$ cat src/rtl/code2421_pkg.sv
// rtl/code2421_pkg.sv - shared types and code constants for the 2421 checker
package code2421_pkg;

  localparam int BCD_W = 4;

  typedef enum logic {
    UNLOCKED = 1'b0,
    LOCKED   = 1'b1
  } state_t;

  localparam logic [3:0] CODE_0 = 4'b0000;
  localparam logic [3:0] CODE_1 = 4'b0001;
  localparam logic [3:0] CODE_2 = 4'b0010;
  localparam logic [3:0] CODE_3 = 4'b0011;
  localparam logic [3:0] CODE_4 = 4'b0100;
  localparam logic [3:0] CODE_5 = 4'b1011;
  localparam logic [3:0] CODE_6 = 4'b1100;
  localparam logic [3:0] CODE_7 = 4'b1101;
  localparam logic [3:0] CODE_8 = 4'b1110;
  localparam logic [3:0] CODE_9 = 4'b1111;

  // Decimal successor with 9 wrapping to 0
  function automatic logic [BCD_W-1:0] next_digit(input logic [BCD_W-1:0] d);
    return (d == BCD_W'(9)) ? '0 : d + BCD_W'(1);
  endfunction

endpackage

$ cat src/rtl/code2421_decode.sv
// rtl/code2421_decode.sv - combinational 2421 to BCD decoder with legality flag
module code2421_decode
  import code2421_pkg::*;
(
  input  logic [3:0]       code,
  output logic             legal,
  output logic [BCD_W-1:0] digit
);

  always_comb begin
    legal = 1'b1;
    digit = '0;
    case (code)
      CODE_0:  digit = BCD_W'(0);
      CODE_1:  digit = BCD_W'(1);
      CODE_2:  digit = BCD_W'(2);
      CODE_3:  digit = BCD_W'(3);
      CODE_4:  digit = BCD_W'(4);
      CODE_5:  digit = BCD_W'(5);
      CODE_6:  digit = BCD_W'(6);
      CODE_7:  digit = BCD_W'(7);
      CODE_8:  digit = BCD_W'(8);
      CODE_9:  digit = BCD_W'(9);
      default: legal = 1'b0;
    endcase
  end

endmodule

$ cat config.mk
export PLATFORM = sky130hd
export DESIGN_NAME = code2421_decode
export DESIGN_NICKNAME = d
export VERILOG_FILES = /design/src/rtl/code2421_pkg.sv /design/src/rtl/code2421_decode.sv
export SDC_FILE = /design/constraint.sdc
export NUM_CORES = 1
export LEC_CHECK = 0
export ABC_AREA = 1
export BUFFER_PORTS_ARGS = -buffer_cell sky130_fd_sc_hd__buf_2
export CORE_AREA = 2 2 39 41
export DETAILED_ROUTE_END_ITERATION = 10
export DIE_AREA = 0 0 41 43
export SLEW_MARGIN = 20
export SYNTH_ARGS = -nofsm -noshare
export SYNTH_HDL_FRONTEND = slang
export SYNTH_SLANG_ARGS = --single-unit
$ cat constraint.sdc
create_clock -name vclk -period 0.8
set_clock_uncertainty 0.15 [all_clocks]
set_input_delay 0.12 -clock vclk [all_inputs]
set_output_delay 0.12 -clock vclk [all_outputs]
set_load 0.01 [all_outputs]
==> results.toml, run 1 <==
[sta]
finalCriticalPeriod_ns = 0.871
hold_slack_ns = 0.369
hold_viol = 0
worst_pin_slew_ns = 0.0931
relSlewSlack_pct = 93.8
drv_slew = 0
period_share_pct = 109
rsz0062_at_grt = "yes"
setup_viol = 5
max_freq_mhz = 1150
final.setup.tns_ns = -0.239
timing.final.ws_setup_ns = -0.0711

[layout]
final_util_pct = 21.2
fin_cells = 48
final_nets = 38
final_cell_mix = "5 x buf_2, 4 x nand2_1, 4 x nor2_2"
final_common_cell = "buf_2"
drive_above_1_share_pct = 78.1
area_growth_pct = 251
seq_cells = 0
seq_area_sq_um = 0
clockBufferCount = 0
antenna-diode-count = 0

[placement]
dp_hpwl_microns = 267
place_congestion = 0.630
portBuffers = 9
numPlacedInstances = 47

[die]
core_area_sq_um = 1380
die_area_sq_um = 1760
start_util_pct = 6.06
die_x_microns = 41
rows = 14
io-pin-count = 9
die_height_microns = 43

[synthesis]
syn_nets = 25
syn_area_sq_um = 83.8
syn_avg_cell_area_sq_um = 3.99
yosys_warnings = 0
yosysSeqAreaShare_pct = 0
yosysUniqueCellTypes = 6
synthesis.instances = 21

[setup_path]
critical_path_depth = 6
end_kind = "output pin"
cp_slowest_cell = "buf_2"
cp_num_buf_inv = 3
worstSetupStartpointType = "input pin"
cp_max_fo = 5
path_delay_family = "buffers and inverters"
slowest_delay_ns = 0.13
cp_data_required_time_ns = 0.53
worstPathCellList = "buf_12, clkinv_8, nand2_4, nor2_4, nor2_1, buf_2"
worstPathArrival_ns = 0.60
crit_type = "in -> out"

[min_path]
min_path_cells = 3
hp-start = "code[1]"
hold_class = "in -> out"
hold_end = "digit[1]"

[pwr]
pwr-share-seq_pct = 0
powerDensity_nw_per_um2 = 537
total_power_mw = 0.158
ir_drop_v = 0.0000941
p_int_mw = 0.0842
p_switching_mw = 0.0738
clock_power_share_pct = 0
power_frac_comb_pct = 100.0
switching_share_pct = 46.7
leakage_nw = 0.141

[global_route]
grt-ovfl-total = 0
grt_pass1_wl_microns = 503
grt_usage_pct = 3.90
grt_max_degree = 6
grt_pass1_vias = 134
grt_antenna_before_repair = 0

[route]
num_vias = 162
firstDrtPassIters = 2
post_drt_wl_per_cell_microns = 7.73
first_iter_violations = 2
antenna_left = 0
remaining_drc_errors = 0
wl_microns = 371
viasPerCell = 3.38

[run_status]
status = "finished with violations"
violations = "negative setup slack"

[run]
cap_violations = 0
-- cells in the mapped netlist --
cell,n,area share (%)
nor2_2,1,7.5
nor2_1,7,31
inv_2,3,13
nand3_1,1,6.0
o21ai_0,1,6.0
nand2_1,8,36
-- metal layers --
layer	wire length [microns]	share of wire, %	up-vias	global-route usage [%]
li1	-	-	86	-
met1	94	25	75	3.48
met2	269	73	1	8.75
met3	7	1.9	0	0
met4	0	0	0	0
met5	0	0	-	0
-- worst max path at each step --
stage / startpoint / to / slack, ns
global placement: code[2] / legal / -0.15
floorplan: code[3] / digit[1] / 0.10
CTS: code[0] / legal / -0.1
global route: code[0] / legal / -0.10
detailed placement: code[2] / legal / -0.16
finish: code[2] / legal / -0.07
-- power by group through the flow --
stage | clock [mW] | sequential (mW) | combinational [mW]
4_1_cts | 0 | 0 | 0.114
3_5_place_dp | 0 | 0 | 0.0843
2_1_floorplan | 0 | 0 | 0.0420
5_1_grt | 0 | 0 | 0.169
3_3_place_gp | 0 | 0 | 0.0834
6_report | 0 | 0 | 0.158
-- area by class of cell --
cell class,instances,area [sq um]
fillers,160,1090
well taps,16,20.0
repair buffers,11,123
multi-input cells,18,120
inverters,3,31.3
-- tightest hold or removal path: stages --
cell and delay (ns):
buf_12 0.09, o21ai_1 0.06, buf_2 0.13
-- cells by family (layout without fill, tap and decap cells) --
group                  count (synthesis)  count (layout)  synth area share (%)
AND/OR/NAND/NOR                       17              17                  80.6
buffers and inverters                  3              14                  13.4
AO/OA/AOI/OAI                          1               1                  5.96
-- metrics by stage --
| stage | cell area [sq um] | setup slack [ns] |
|---|---|---|
| 4_1_cts | 211 | -0.0980 |
| 6_report | 294 | -0.0711 |
| 5_1_grt | 294 | -0.102 |
| 2_1_floorplan | 83.8 | 0.103 |
| 3_5_place_dp | 156 | -0.161 |
| 3_3_place_gp | 156 | -0.150 |
-- what timing repair did --
action	CTS	global route
endpoints found under the setup margin	5	5
buffers inserted	0	1
pin swaps	8	6
gates cloned	0	0
hold buffers	0	0
gates resized for setup	18	20
Note: power is estimated with default switching activity, not from simulation.
==> run 2: changes to the inputs <==
--- a/config.mk
+++ b/config.mk
@@ -10,6 +10,7 @@
 export CORE_AREA = 2 2 39 41
 export DETAILED_ROUTE_END_ITERATION = 10
 export DIE_AREA = 0 0 41 43
+export PLACE_DENSITY = 0.3
 export SLEW_MARGIN = 20
 export SYNTH_ARGS = -nofsm -noshare
 export SYNTH_HDL_FRONTEND = slang
==> results.toml, run 2 (synthesis results as in run 1) <==
[run_status]
status = "finished with violations"
violations = "negative setup slack"

[global_route]
use_met1_pct = 3.80
grt_max_degree = 6
busiest_layer = "met2"
grt_pass1_wl_microns = 483
use_met3_pct = 1.05
grt-ovfl-total = 0
grt_pass1_vias = 134
grt_usage_pct = 3.60
grt_antenna_before_repair = 0
met2_usage_pct = 6.88

[min_path]
hold_end = "digit[1]"
hp-start = "code[1]"
hold_class = "in -> out"
min_path_cells = 3

[placement]
portBuffers = 9
place_congestion = 0.576
dp_hpwl_microns = 240
dpl_cell_area_sq_um = 149

[die]
die_area_sq_um = 1760
start_util_pct = 6.06
die_x_microns = 41
rows = 14
io-pin-count = 9
die_height_microns = 43
core_area_sq_um = 1380

[setup_path]
cp_common_cell = "nor2_1"
end_kind = "output pin"
worstSetupStartpointType = "input pin"
cp_max_fo = 4
crit_type = "in -> out"
worstPathArrival_ns = 0.60
worstPathCellList = "buf_8, inv_6, nand2_2, nor2_1, nor2_1, buf_2"
cp_data_required_time_ns = 0.53
cp_slowest_cell = "buf_2"
slowest_delay_ns = 0.13

[route]
num_vias = 150
remaining_drc_errors = 0
firstDrtPassIters = 1
first_iter_violations = 0
antenna_left = 0
wl_microns = 361
post_drt_wl_per_cell_microns = 7.85
viasPerCell = 3.26

[sta]
drv_slew = 0
rsz0062_at_grt = "yes"
setup_viol = 4
relSlewSlack_pct = 93.4
max_freq_mhz = 1150
worst_pin_slew_ns = 0.0996
hold_slack_ns = 0.375
timing.final.ws_setup_ns = -0.0701
period_share_pct = 109
finalCriticalPeriod_ns = 0.870
hold_viol = 0

[layout]
final_nets = 36
antenna-diode-count = 0
area_growth_pct = 199
seq_cells = 0
clockBufferCount = 0
seq_area_sq_um = 0
multi_input_area_sq_um = 111
drive_above_1_share_pct = 70.0
final_cell_mix = "5 x nor2_1, 5 x buf_2, 4 x nand2_1"
stdcell_area_sq_um = 250
fillers = 163

[pwr]
ir_drop_v = 0.0000837
powerDensity_nw_per_um2 = 541
leakage_nw = 0.125

[run]
cap_violations = 0

[clock_network]
hold_buffers = 0
post-cts-setup-buffers = 0
==> run 2: cell count changes in the layout (fill, tap and decap cells not counted) <==
cell	delta
inv_6	+1
nor2_4	-1
nor2_2	-2
nor2_1	+3
o21ai_1	-1
o21ai_2	+1
buf_8	+2
inv_8	-1
buf_12	-2
buf_6	-2
==> run 2: area by class of cell <==
class                           count  share of cell area [%]
Multi-Input combinational cell     18                    44.5
Timing Repair Buffer                9                    36.0
Inverter                            3                    11.5
Tap cell                           16                    8.00
==> run 2: metal layers <==
metal / up-vias / share of wire (%)
met5: - / 0
met2: 6 / 53
met3: 0 / 12
met1: 64 / 34
met4: 0 / 0
li1: 80 / -
==> run 2: where the power goes <==
group	switching, mW	internal (mW)	leakage (nW)
registers	0	0	0
clock network	0	0	0
logic	0.0684	0.0670	0.125
total	0.0684	0.0670	0.125
==> run 2: repair_timing <==
action | in CTS | in global routing
gates resized for setup | 17 | 13
pin swaps | 7 | 5
setup endpoints to repair | 5 | 5
gates cloned | 0 | 0
==> run 2: metrics by stage <==
stage | utilization, % | power, mW | TNS (ns) | cells | setup slack (ns)
5_1_grt | 18.1 | 0.147 | -0.357 | 46 | -0.0980
3_5_place_dp | 10.8 | 0.0801 | -0.476 | 46 | -0.149
4_1_cts | 14.6 | 0.108 | -0.245 | 46 | -0.0861
3_3_place_gp | 10.8 | 0.0813 | -0.522 | 46 | -0.149
2_1_floorplan | - | 0.0420 | 0 | 21 | 0.103
6_report | 18.1 | 0.135 | -0.211 | 46 | -0.0701
==> run 2: worst max-delay path by stage <==
stage | cells past startpoint | from | endpoint
2_1_floorplan | 2 | code[3] | digit[1]
3_5_place_dp | 6 | code[2] | digit[0]
5_1_grt | 6 | code[1] | legal
3_3_place_gp | 6 | code[2] | digit[0]
4_1_cts | 6 | code[0] | digit[0]
6_report | 6 | code[3] | legal
==> run 2: worst max-delay path: cells and delay by family <==
family,cells,cell delay (ns)
buf+inv,3,0.29
simple gates,3,0.18
==> run 3: changes to the inputs <==
--- a/config.mk
+++ b/config.mk
@@ -15,3 +15,4 @@
 export SYNTH_ARGS = -nofsm -noshare
 export SYNTH_HDL_FRONTEND = slang
 export SYNTH_SLANG_ARGS = --single-unit
+export TNS_END_PERCENT = 20
==> results.toml, run 3 (synthesis results as in run 1) <==
[global_route]
grt_antenna_before_repair = 0
grt_max_degree = 6
grt-ovfl-total = 0
grt_pass1_vias = 131
grt_pass1_wl_microns = 496
grt_usage_pct = 3.80

[setup_path]
cp_common_cell = "nor2_1"
end_kind = "output pin"
cp_slowest_cell = "buf_2"
cp_num_buf_inv = 3
worstSetupStartpointType = "input pin"
cp_data_required_time_ns = 0.53
worstPathCellList = "buf_8, inv_6, nand2_2, nor2_1, nor2_1, buf_2"
worstPathArrival_ns = 0.61
slowest_delay_ns = 0.13
path_delay_family = "buffers and inverters"
crit_type = "in -> out"
cp_max_fo = 4

[pwr]
p_int_mw = 0.0673
leakage_nw = 0.122
switching_share_pct = 50.1
pwr-share-seq_pct = 0
p_switching_mw = 0.0677
powerDensity_nw_per_um2 = 542
ir_drop_v = 0.0000842
clock_power_share_pct = 0
power_frac_comb_pct = 100.0

[layout]
seq_cells = 0
fillers = 166
final_common_cell = "buf_2"
final_util_pct = 18.0
antenna-diode-count = 0
clockBufferCount = 0
drive_above_1_share_pct = 73.3
final_cell_mix = "5 x buf_2, 4 x nand2_2, 4 x nor2_1"
final_nets = 36
area_growth_pct = 197
seq_area_sq_um = 0

[route]
viasPerCell = 3.26
remaining_drc_errors = 0
num_vias = 150
antenna_left = 0
wl_microns = 342
post_drt_wl_per_cell_microns = 7.43
firstDrtPassIters = 2
first_iter_violations = 2

[sta]
finalCriticalPeriod_ns = 0.878
relSlewSlack_pct = 93.6
period_share_pct = 110
setup_viol = 4
drv_slew = 0
timing.final.ws_setup_ns = -0.0780
rsz0062_at_grt = "yes"
max_freq_mhz = 1140
final.setup.tns_ns = -0.216
hold_viol = 0
worst_pin_slew_ns = 0.0952

[die]
core_area_sq_um = 1380
rows = 14
die_x_microns = 41
start_util_pct = 6.06
die_area_sq_um = 1760
io-pin-count = 9
die_height_microns = 43

[min_path]
hold_class = "in -> out"
min_path_cells = 3
hold_end = "digit[1]"
hp-start = "code[1]"

[run_status]
status = "finished with violations"
violations = "negative setup slack"

[clock_network]
hold_buffers = 0
post-cts-setup-buffers = 0

[run]
cap_violations = 0

[placement]
dp_hpwl_microns = 240
place_congestion = 0.576
portBuffers = 9
## run 3: worst max-delay path by stage
stage	from	cells after the start	endpoint
floorplan	code[3]	2	digit[1]
global placement	code[2]	6	digit[0]
detailed placement	code[2]	6	digit[0]
CTS	code[0]	6	digit[0]
global route	code[3]	6	legal
finish	code[3]	6	legal
## run 3: through the flow
step	hold slack [ns]	cells	setup WS (ns)	power (mW)	area, sq um
detailed placement	0.434	46	-0.149	0.0801	149
floorplan	0.191	21	0.103	0.0420	83.8
global route	0.393	46	-0.0949	0.146	249
finish	0.370	46	-0.0780	0.135	249
global placement	0.436	46	-0.149	0.0813	149
CTS	0.368	46	-0.0861	0.103	190
## run 3: final cells by class
class                      count  area, sq um  area share [%]
tap                           16         20.0            8.04
multi-input combinational     18          110            44.2
inverter                       3         28.8            11.6
timing repair buffer           9         90.1            36.2
## run 3: power groups by stage
stage               clock network (mW)  registers [mW]  logic [mW]
finish                               0               0       0.135
global route                         0               0       0.146
CTS                                  0               0       0.103
detailed placement                   0               0      0.0801
global placement                     0               0      0.0813
floorplan                            0               0      0.0420
## run 3: timing repair
action / 4_1_cts / 5_1_grt
pin swaps: 6 / 6
endpoints found under the hold margin: 0 / 0
gates resized for setup: 14 / 16
endpoints found under the setup margin: 5 / 5
gates cloned: 0 / 0
## run 3: worst min-delay path, stage by stage
cell and delay [ns]:
buf_8 0.09, o21ai_1 0.06, buf_2 0.13
## run 3: routing by layer
layer | up-vias | track usage, % | part of all wire (%)
li1 | 80 | - | -
met1 | 64 | 4.43 | 38
met2 | 6 | 6.88 | 48
met3 | 0 | 1.05 | 13
met4 | 0 | 0 | 0
met5 | - | 0 | 0
